--- src/rtl/timer_counter_pkg.sv ---
// Shared definitions for the timer_counter block: FSM state encoding,
// register offsets, MODE codes and CTRL bit positions.
package timer_counter_pkg;

    typedef enum logic [1:0] {
        ST_IDLE = 2'd0,
        ST_LOAD = 2'd1,
        ST_CNT  = 2'd2,
        ST_INT  = 2'd3
    } state_t;

    localparam logic [1:0] OFF_CTRL   = 2'd0;
    localparam logic [1:0] OFF_PRESET = 2'd1;
    localparam logic [1:0] OFF_COUNT  = 2'd2;
    localparam logic [1:0] OFF_RSVD   = 2'd3;

    localparam logic [1:0] MODE_ONESHOT = 2'd0;
    localparam logic [1:0] MODE_RELOAD  = 2'd1;

    localparam int CTRL_EN_BIT   = 0;
    localparam int CTRL_MODE_LSB = 1;
    localparam int CTRL_MODE_MSB = 2;
    localparam int CTRL_IM_BIT   = 3;

endpackage

--- src/rtl/timer_counter.sv ---
// Memory-mapped 32-bit down-counting timer with one-shot / auto-reload modes
// and a maskable interrupt request.
module timer_counter
    import timer_counter_pkg::*;
(
    input  logic        clk,
    input  logic        reset,
    input  logic [31:0] addr,
    input  logic        we,
    input  logic [31:0] wdata,
    output logic [31:0] rdata,
    output logic        irq
);

    logic [3:0]  ctrl_r;
    logic [31:0] preset_r;
    logic [31:0] count_r;
    logic        irq_flag_r;
    state_t      state_r;

    state_t      state_s;
    logic [31:0] count_s;
    logic        flag_set_s;
    logic        flag_clr_s;
    logic        en_clr_s;
    logic        ctrl_wr_s;
    logic        preset_wr_s;
    logic [1:0]  reg_sel_s;
    logic [1:0]  mode_s;
    logic        unused_addr_s;

    assign reg_sel_s     = addr[3:2];
    assign ctrl_wr_s     = we && (reg_sel_s == OFF_CTRL);
    assign preset_wr_s   = we && (reg_sel_s == OFF_PRESET);
    assign mode_s        = ctrl_r[CTRL_MODE_MSB:CTRL_MODE_LSB];
    assign unused_addr_s = ^{addr[31:4], addr[1:0]};

    // Next-state and count update; MODE 1x falls through to one-shot handling.
    always_comb begin
        state_s    = state_r;
        count_s    = count_r;
        flag_set_s = 1'b0;
        flag_clr_s = 1'b0;
        en_clr_s   = 1'b0;
        case (state_r)
            ST_IDLE: begin
                if (ctrl_r[CTRL_EN_BIT]) begin
                    state_s = ST_LOAD;
                end else begin
                    state_s = ST_IDLE;
                end
            end
            ST_LOAD: begin
                count_s = preset_r;
                state_s = ST_CNT;
            end
            ST_CNT: begin
                if (!ctrl_r[CTRL_EN_BIT]) begin
                    state_s = ST_IDLE;
                end else if (count_r > 32'd1) begin
                    count_s = count_r - 32'd1;
                end else begin
                    // COUNT of 0 or 1 both terminate here, so COUNT never wraps.
                    count_s    = 32'd0;
                    state_s    = ST_INT;
                    flag_set_s = 1'b1;
                end
            end
            ST_INT: begin
                state_s = ST_IDLE;
                if (mode_s == MODE_RELOAD) begin
                    flag_clr_s = 1'b1;
                end else begin
                    en_clr_s = 1'b1;
                end
            end
            default: begin
                state_s = ST_IDLE;
            end
        endcase
    end

    // FSM state and running count.
    always_ff @(posedge clk or posedge reset) begin
        if (reset) begin
            state_r <= ST_IDLE;
            count_r <= 32'd0;
        end else begin
            state_r <= state_s;
            count_r <= count_s;
        end
    end

    // CTRL register: a CPU write takes priority over the FSM's EN clear.
    always_ff @(posedge clk or posedge reset) begin
        if (reset) begin
            ctrl_r <= 4'd0;
        end else if (ctrl_wr_s) begin
            ctrl_r <= wdata[3:0];
        end else if (en_clr_s) begin
            ctrl_r[CTRL_EN_BIT] <= 1'b0;
        end else begin
            ctrl_r <= ctrl_r;
        end
    end

    // PRESET register; only sampled by the FSM in LOAD.
    always_ff @(posedge clk or posedge reset) begin
        if (reset) begin
            preset_r <= 32'd0;
        end else if (preset_wr_s) begin
            preset_r <= wdata;
        end else begin
            preset_r <= preset_r;
        end
    end

    // Interrupt flag: any CTRL write acknowledges it.
    always_ff @(posedge clk or posedge reset) begin
        if (reset) begin
            irq_flag_r <= 1'b0;
        end else if (ctrl_wr_s) begin
            irq_flag_r <= 1'b0;
        end else if (flag_set_s) begin
            irq_flag_r <= 1'b1;
        end else if (flag_clr_s) begin
            irq_flag_r <= 1'b0;
        end else begin
            irq_flag_r <= irq_flag_r;
        end
    end

    // Register read mux.
    always_comb begin
        rdata = 32'd0;
        case (reg_sel_s)
            OFF_CTRL:   rdata = {28'd0, ctrl_r};
            OFF_PRESET: rdata = preset_r;
            OFF_COUNT:  rdata = count_r;
            OFF_RSVD:   rdata = 32'd0;
            default:    rdata = 32'd0;
        endcase
    end

    assign irq = ctrl_r[CTRL_IM_BIT] & irq_flag_r;

endmodule

--- config.mk ---
export PLATFORM = sky130hd
export DESIGN_NAME = timer_counter
export DESIGN_NICKNAME = d
export VERILOG_FILES = /design/src/rtl/timer_counter_pkg.sv /design/src/rtl/timer_counter.sv
export SDC_FILE = /design/constraint.sdc
export NUM_CORES = 1
export LEC_CHECK = 0
export ABC_AREA = 0
export CAP_MARGIN = 30
export CORE_ASPECT_RATIO = 0.75
export CORE_MARGIN = 1
export CORE_UTILIZATION = 52
export CTS_CLUSTER_DIAMETER = 120
export CTS_CLUSTER_SIZE = 25
export DETAILED_ROUTE_END_ITERATION = 10
export GPL_TIMING_DRIVEN = 1
export PLACE_DENSITY = 0.81
export SKIP_LAST_GASP = 1
export SYNTH_ARGS = -nofsm -noshare
export SYNTH_HDL_FRONTEND = slang
export SYNTH_SLANG_ARGS = --single-unit
--- constraint.sdc ---
create_clock -name clk -period 4.2 [get_ports clk]
set_input_delay 1.26 -clock clk [delete_from_list [all_inputs] [get_ports clk]]
set_output_delay 1.26 -clock clk [all_outputs]
set_load 0.005 [all_outputs]
==> results of run 1 <==
-- layout make-up --
class                   instances  area (um2)
well taps                     101         126
clock inverters                 7        87.6
inverters                       7        26.3
clock buffers                   9         124
fillers                       556        2320
multi-input cells             278        2090
repair buffers                 85         856
flip-flops and latches         71        1780
-- cell families after synthesis --
group                    share of synthesized area
AND/OR/NAND/NOR                              0.187
flip-flops                                   0.444
AO/OA/AOI/OAI                                0.213
multiplexers                                 0.111
buffers and inverters                       0.0387
adder cells (fa/ha/maj)                    0.00625
-- worst max path at each step --
| stage | endpoint | slack [ns] | depth (start not counted) |
|---|---|---|---|
| 2_1_floorplan | rdata[10] | 0.51 | 5 |
| 3_3_place_gp | rdata[26] | 0.05 | 5 |
| 3_5_place_dp | rdata[26] | 0.02 | 5 |
| 4_1_cts | rdata[26] | 0.02 | 5 |
| 5_1_grt | rdata[26] | -0.02 | 6 |
| 6_report | rdata[26] | 0.04 | 6 |
-- routing by layer --
layer | up-vias | track usage
met5 | - | 0
met4 | 0 | 0.107
met3 | 24 | 0.0658
met2 | 197 | 0.432
met1 | 1790 | 0.378
li1 | 1628 | -
-- cell usage in the layout (no fill, tap or decap), types with 7 or more instances in the layout --
cell,instances
mux2_2,35
a21oi_1,8
clkbuf_8,9
dfrtp_1,71
buf_4,13
or4_1,8
clkdlybuf4s50_1,68
or3_1,7
nor2_1,10
o21ai_0,15
a22o_1,28
nand2_1,24
nand3_1,28
nand4_1,7
a22oi_1,15
-- registers in the layout, summed over array words and instances (netlist names) --
| name | count |
|---|---|
| count_r | 32 |
| ctrl_r | 4 |
| irq_flag_r | 1 |
| preset_r | 32 |
| state_r | 2 |
-- report_power, final --
part           leakage [nW]  switching (mW)  internal [mW]
clock                 0.109           0.268          0.330
combinational          1.06           0.570          0.570
sequential            0.856           0.360          0.916
total                  2.02            1.20           1.82
-- critical path: stages --
cell and delay, ns:
clkdlybuf4s50_1 0.41, buf_4 0.15, nor2b_4 0.19, buf_12 0.19, a22o_1 0.18, clkdlybuf4s50_1 0.52
-- metrics by stage --
stage          cells  setup TNS, ns
2_1_floorplan    384              0
3_3_place_gp     541              0
3_5_place_dp     541              0
4_1_cts          557              0
5_1_grt          558        -0.0212
6_report         558              0
==> metrics.txt, run 1 <==
top sig layer met4; CTS sink cnt 71; Overall Global Routing Usage 0.279; Synth top area share 0.444; antenna violations before repair 0; Yosys warnings 0; Final Util 0.687; TritonCTS clock tree done; Hold Crit Start preset_r[23]$_DFFE_PP0P_; final hold vios 0; async set-reset flop share out of synthesis 1.00; CTS Hold Bufs 0; total CTS buffers 9; routed vias/inst 6.52; IO buf count 69; pre-CTS setup slack 0.0193 ns; crit share post-route 0.991; antenna viol nets, final 0; Worst Skew 0.00836 ns; share of cells above drive strength 1 0.188; CP max FO 14; DR vias 3639; Top FF cell, synth dfrtp_1; met3 wire length 862 um; hold path depth 2; chip height 78.0 um; Setup violations, final 0; Synth-to-Final Area Change 26.9%; Synth area leaders dfrtp_1, mux2_2, a22o_1; Synth cell types 57; clk_lat worst skew 0.36 ns; 1st-iter DRT viols 242; Remaining DRCs 0; power per standard cell area 593 nW/um2; Max H-tree Level 3; setup bufs post-CTS 0; max-cap viol count 0; crit path time final 4.16 ns; post-place instance area 4840 um2; first-pass GRT wire length 17200 um; Worst Hold Path EP count_r[23]$_DFFE_PP0P_; Crit path required time 2.94 ns; n_diodes 0; reg2reg setup slack 1.31 ns; Initial Utilization 0.541; CP Launch Type primary input; FF+latch count, synth 71; WL met2 5110 um; num rows 27; Hold WC Path Type flip-flop to flip-flop; WL/cell 19.4 um; Worst Tran Pin Value 0.960 ns; synthesized net count 453; largest net degree at the start of global routing 34; Final Power 3.01 mW; synthesized area per cell 10.4 um2; Final Cell Area 5080 um2; total routed wirelength 10800 um; die area 8060 um2; CP Class primary input to output port; f_max 0.240 GHz; Post-synth EDFFs 0; CP Capture Type output port; worst r2r src count_r[0]$_DFFE_PP0P_; core box area 7400 um2; nets 521; Max Slew Vio Count 0; Worst-path clk slew 0.07 ns; Gate Count Post-Synth 384; cell taking the most area after synthesis dfrtp_1; GRT overflow 0; sequential area share after synthesis 0.444; CP arrival 2.90 ns; Clock Path Buffers 2; RR Endpoint count_r[31]$_DFFE_PP0P_; most common library cells after synthesis dfrtp_1, mux2_2, a22o_1, nand3_1, nand2_1; I/O pin cnt 100; count leader, synth dfrtp_1; routability cong. 0.925; setup ws final 0.0375 ns; vias in the first global route 3512; Max VDD drop 319 uV; crit path from addr[2]; HPWL Detailed 7130 um; cells on worst reg2reg path 4; area of the mapped netlist 4010 um2; post_cts resized 0; DRT Pass-1 Iters 7; met1 wire length 4650 um; root buf cell clkbuf_8; leakage power 2.02 nW; Die X 103 um; hold slack final 0.518 ns; status completed; relative slew slack 0.357; RSZ-0062 raised after global routing true
No activity file was read; power rests on OpenSTA's default activity.
==> run 2, diff against run 1 <==
Settings changed: PLACE_DENSITY 0.81 to 0.84.
==> metrics.txt, run 2 (synthesis results as in run 1) <==
status completed; final cell count without fillers 552 (-1.1%); WL/cell 18.1 um (-7.1%); antenna violations before repair 0 (unchanged); final hold vios 0 (unchanged); Initial Utilization 0.541 (unchanged); commonest cells after routing, fill and taps aside dfrtp_1, clkdlybuf4s50_1, mux2_2; core box area 7400 um2 (unchanged); Max VDD drop 269 uV (-16%); setup bufs post-CTS 0 (unchanged); # placed instances 539 (-0.37%); CP arrival 2.59 ns (-0.31 ns); CP Capture Type output port; DR vias 3469 (-4.7%); Worst Tran Pin Value 0.852 ns (-0.108 ns); most common cell after layout, fill and taps aside dfrtp_1; antenna viol nets, final 0 (unchanged); Synth-to-Final Area Change 25.3%; HPWL Detailed 7010 um (-1.8%); largest registers count_r: 32 flops, preset_r: 32 flops, ctrl_r: 4 flops; Max Slew Vio Count 0 (unchanged); pre-CTS setup slack 0.0387 ns (+0.0194 ns); max-cap viol count 0 (unchanged); root buf cell clkbuf_8; total routed wirelength 9970 um (-8.1%); CP max FO 9 (-5); Setup violations, final 0 (unchanged); total CTS buffers 9 (unchanged); n_diodes 0 (unchanged); crit path from addr[2]; 1st-iter DRT viols 203 (-16%); GRT overflow 0 (unchanged); Final Power 2.88 mW (-4.5%); DRT Pass-1 Iters 5 (-2); crit path time final 3.85 ns (-0.310 ns); share of cells above drive strength 1 0.180 (-0.00858); Overall Global Routing Usage 0.263 (-0.0163); Remaining DRCs 0 (unchanged); Worst-path clk slew 0.07 ns (about the same); Clock Path Buffers 2 (unchanged); Hold WC Path Type flip-flop to flip-flop; CP Launch Type primary input; I/O pin cnt 100 (unchanged); CTS sink cnt 71 (unchanged); CTS Hold Bufs 0 (unchanged); setup ws final 0.347 ns (+0.310 ns); leakage power 2.00 nW (-1.1%); chip height 78.0 um (unchanged); first-pass GRT wire length 16200 um (-6.0%); Worst Skew 0.00984 ns (+0.00148 ns); Max H-tree Level 3 (unchanged); nets 518 (-0.58%); largest net degree at the start of global routing 39 (+15%); IO buf count 69 (unchanged); RSZ-0062 raised after global routing false; Die X 103 um (unchanged); f_max 0.260 GHz (+8.0%); routability cong. 0.888 (-4.0%); Setup TNS Final 0 ns (unchanged); routed vias/inst 6.28 (-3.6%); relative slew slack 0.431 (+0.0736); Crit path required time 2.94 ns (about the same); die area 8060 um2 (unchanged); Hold Crit Start preset_r[11]$_DFFE_PP0P_; clk_lat worst skew 0.35 ns (about the same); num rows 27 (unchanged); CP Class primary input to output port; power per standard cell area 574 nW/um2 (-3.3%); worst r2r src count_r[0]$_DFFE_PP0P_; crit share post-route 0.917 (-0.0738); TritonCTS clock tree done; vias in the first global route 3362 (-4.3%)
==> run 2: cell types whose count changed in the layout (fill, tap and decap cells not counted), moves of 2 or more <==
cell,previous run,this run
clkbuf_8,9,12
buf_4,13,9
buf_6,0,2
bufinv_16,2,0
clkinv_2,4,1
==> run 2: power breakdown <==
| group | leakage (nW) | internal, mW | switching, mW | total, mW |
|---|---|---|---|---|
| Sequential | 0.856 | 0.917 | 0.352 | 1.27 |
| Combinational | 1.06 | 0.564 | 0.556 | 1.12 |
| Clock | 0.0902 | 0.252 | 0.237 | 0.489 |
| Total | 2.00 | 1.73 | 1.15 | 2.88 |
==> run 2: area by class of cell <==
cell class / count / area (um2)
fillers: 551 / 2380
multi-input cells: 278 / 2090
flip-flops and latches: 71 / 1780
repair buffers: 82 / 826
clock buffers: 12 / 165
well taps: 101 / 126
inverters: 7 / 26.3
clock inverters: 1 / 5.00
==> run 2: worst paths after layout <==
check | to | slack (ns) | cells past startpoint
max reg2reg | count_r[31]$_DFFE_PP0P_ | 1.46 | 4
min in group asynchronous | preset_r[30]$_DFFE_PP0P_ | 1.35 | 2
max | rdata[15] | 0.35 | 5
max in group asynchronous | count_r[15]$_DFFE_PP0P_ | 2.20 | 3
min reg2reg | count_r[11]$_DFFE_PP0P_ | 0.53 | 2
min | count_r[11]$_DFFE_PP0P_ | 0.53 | 2
==> run 2: routing by layer <==
layer / up-vias / GRT usage / part of all wire
li1: 1632 / - / -
met4: 0 / 0.0972 / 0.016
met2: 149 / 0.413 / 0.48
met5: - / 0 / 0
met3: 16 / 0.0559 / 0.065
met1: 1672 / 0.356 / 0.44
==> run 2: what timing repair did <==
action | CTS | global route
setup endpoints to repair | 0 | 25
endpoints found under the hold margin | 0 | 0
gates resized for setup | 0 | 6
==> run 2: per-stage QoR <==
| step | area [um2] | util | hold WS, ns |
|---|---|---|---|
| 2_1_floorplan | 4010 | - | 0.466 |
| 3_3_place_gp | 4830 | 0.652 | 0.491 |
| 3_5_place_dp | 4830 | 0.652 | 0.519 |
| 4_1_cts | 5000 | 0.675 | 0.535 |
| 5_1_grt | 5020 | 0.678 | 0.554 |
| 6_report | 5020 | 0.678 | 0.528 |
==> run 2: critical path: stages <==
cell             delay, ns
dlymetal6s2s_1        0.21
nor2b_4               0.23
buf_4                 0.19
a22o_1                0.19
clkdlybuf4s50_1       0.51
==> run 3, diff against run 2 <==
Settings changed: CORE_UTILIZATION 52 to 25, PLACE_DENSITY 0.84 to not set.
==> metrics.txt, run 3 (synthesis results as in run 1) <==
status completed; Worst Tran Pin Value 0.935 ns (+0.0823 ns); combinational fraction of design power 0.360 (-0.029); HPWL Detailed 8170 um (+17%); Crit path required time 2.94 ns (about the same); root buf cell clkbuf_16; met2 GRT Util 0.228 (-0.186); total routed wirelength 11700 um (+17%); CP Capture Type output port; slowest CP cell clkdlybuf4s50_1; num rows 39 (+44%); met3 usage 0.0361 (-0.0198); crit path time final 4.10 ns (+0.250 ns); chip height 112 um (+43%); Overall Global Routing Usage 0.149 (-0.114); total CTS buffers 9 (unchanged); antenna violations before repair 0 (unchanged); sequential cell area 1780 um2 (unchanged); crit path cell chain dlygate4sd2_1 -> buf_4 -> nor2b_4 -> buf_6 -> buf_8 -> a22o_1 -> clkdlybuf4s50_1; relative slew slack 0.374 (-0.0565); CP bufs+invs 5 (+2); 1st-iter DRT viols 209 (+3.0%); Worst Skew 0.00577 ns (-0.00407 ns); Synth-to-Final Area Change 33.1%; routed vias/inst 5.34 (-15%); leakage power 2.08 nW (+4.0%); clock network fraction of design power 0.238 (+0.068); Max Slew Vio Count 0 (unchanged); max-cap viol count 0 (unchanged); CP max FO 7 (-2); Final Util 0.346 (-0.333); first-pass GRT wire length 18900 um (+17%); RSZ-0062 raised after global routing false; CP Launch Type primary input; core box area 15400 um2 (+110%); hold slack final 0.511 ns (-0.0165 ns); antenna viol nets, final 0 (unchanged); # placed instances 644 (+19%); final cell count without fillers 664 (+20%); GRT busiest layer met2; GRT overflow 0 (unchanged); Worst path max stage delay 0.52 ns (about the same); Initial Utilization 0.260 (-0.282); Worst-path clk slew 0.05 ns (-0.02 ns); vias in the first global route 3465 (+3.1%); largest net degree at the start of global routing 33 (-15%); Fillers 1581 (+190%); DRT Pass-1 Iters 5 (unchanged); CTS sink cnt 71 (unchanged); I/O pin cnt 100 (unchanged); power per standard cell area 594 nW/um2 (+3.6%); internal power 1.96 mW (+13%); DR vias 3544 (+2.2%); sw frac 0.381 (-0.0170); share of cells above drive strength 1 0.190 (+0.00994); crit share post-route 0.977 (+0.0596); TritonCTS clock tree done; CP Class primary input to output port; Die X 148 um (+43%); largest registers count_r: 32 flops, preset_r: 32 flops, ctrl_r: 4 flops; die area 16500 um2 (+110%); Max H-tree Level 3 (unchanged); sequential share of power 0.402 (-0.039); net switching power 1.21 mW (+5.4%); Clock Path Buffers 2 (unchanged); n_diodes 0 (unchanged); Remaining DRCs 0 (unchanged); f_max 0.244 GHz (-6.1%); Hold WC Path Type flip-flop to flip-flop; M1 GR Usage 0.210 (-0.146); WL/cell 17.6 um (-2.8%); Setup violations, final 0 (unchanged); Max VDD drop 223 uV (-17%); IO buf count 69 (unchanged); most common cell after layout, fill and taps aside dfrtp_1; routability cong. 0.856 (-3.6%); cell family with the largest share of critical-path delay buffers and inverters; nets 523 (+0.97%); Multi-input gate area 2090 um2 (unchanged); final hold vios 0 (unchanged); CP arrival 2.84 ns (+0.25 ns); clk_lat worst skew 0.34 ns (about the same); commonest cells after routing, fill and taps aside dfrtp_1, clkdlybuf4s50_1, mux2_2
## run 3: cell count changes in the layout (fill, tap and decap cells not counted)
| cell | before | now |
|---|---|---|
| buf_8 | 0 | 1 |
| bufbuf_16 | 0 | 1 |
| dlygate4sd2_1 | 0 | 2 |
| clkbuf_16 | 0 | 9 |
| clkinv_2 | 1 | 3 |
| clkbuf_1 | 0 | 2 |
| dlymetal6s2s_1 | 2 | 0 |
| bufinv_16 | 0 | 1 |
| clkbuf_8 | 12 | 1 |
| buf_4 | 9 | 12 |
## run 3: power by group through the flow
stage	combinational (mW)	clock [mW]	sequential (mW)
global placement	1.10	0	1.26
CTS	1.14	0.775	1.27
detailed placement	1.12	0	1.28
global route	1.26	0.807	1.33
finish	1.14	0.753	1.27
floorplan	0.820	0	1.15
## run 3: worst register-to-register path, cell delays in order, from the launching register on
cell	delay, ns
dfrtp_1	0.45
nor4_2	0.71
nand4_1	0.65
or4b_1	0.71
o311ai_1	0.24
## run 3: path summary, 6_finish.rpt
path | start | endpoint | slack [ns] | depth (start not counted)
setup / recovery | addr[2] | rdata[22] | 0.1 | 7
hold / removal | preset_r[11]$_DFFE_PP0P_ | count_r[11]$_DFFE_PP0P_ | 0.51 | 2
setup reg to reg | count_r[0]$_DFFE_PP0P_ | count_r[31]$_DFFE_PP0P_ | 1.35 | 4
hold reg to reg | preset_r[11]$_DFFE_PP0P_ | count_r[11]$_DFFE_PP0P_ | 0.51 | 2
max in group asynchronous | reset | preset_r[9]$_DFFE_PP0P_ | 2.03 | 3
min in group asynchronous | reset | preset_r[24]$_DFFE_PP0P_ | 1.34 | 2
## run 3: area by class of cell
| class | instances | area share |
|---|---|---|
| Clock inverter | 4 | 0.00845 |
| Multi-Input combinational cell | 278 | 0.393 |
| Sequential cell | 71 | 0.333 |
| Clock buffer | 12 | 0.0462 |
| Tap cell | 205 | 0.0481 |
| Timing Repair Buffer | 87 | 0.167 |
| Inverter | 7 | 0.00493 |
## run 3: routing by layer
| layer | routed length [um] | vias to the layer above |
|---|---|---|
| li1 | - | 1636 |
| met4 | 99 | 0 |
| met1 | 5700 | 1772 |
| met5 | 0 | - |
| met3 | 651 | 12 |
| met2 | 5210 | 124 |
## run 3: timing repair
item                                    4_1_cts  5_1_grt
hold buffers                                  0        0
gates resized for setup                       9        0
buffers inserted                              2        0
endpoints found under the setup margin       28        0
## run 3: stage by stage
stage                     setup TNS [ns]  power [mW]  area (um2)  setup WS, ns
after CTS                              0        3.18        5330         0.112
final                                  0        3.17        5330        0.0973
after floorplan                        0        1.97        4010         0.512
after global placement            -0.473        2.36        4960       -0.0581
after global routing                   0        3.39        5330        0.0343
after detailed placement          -0.591        2.40        4960       -0.0500
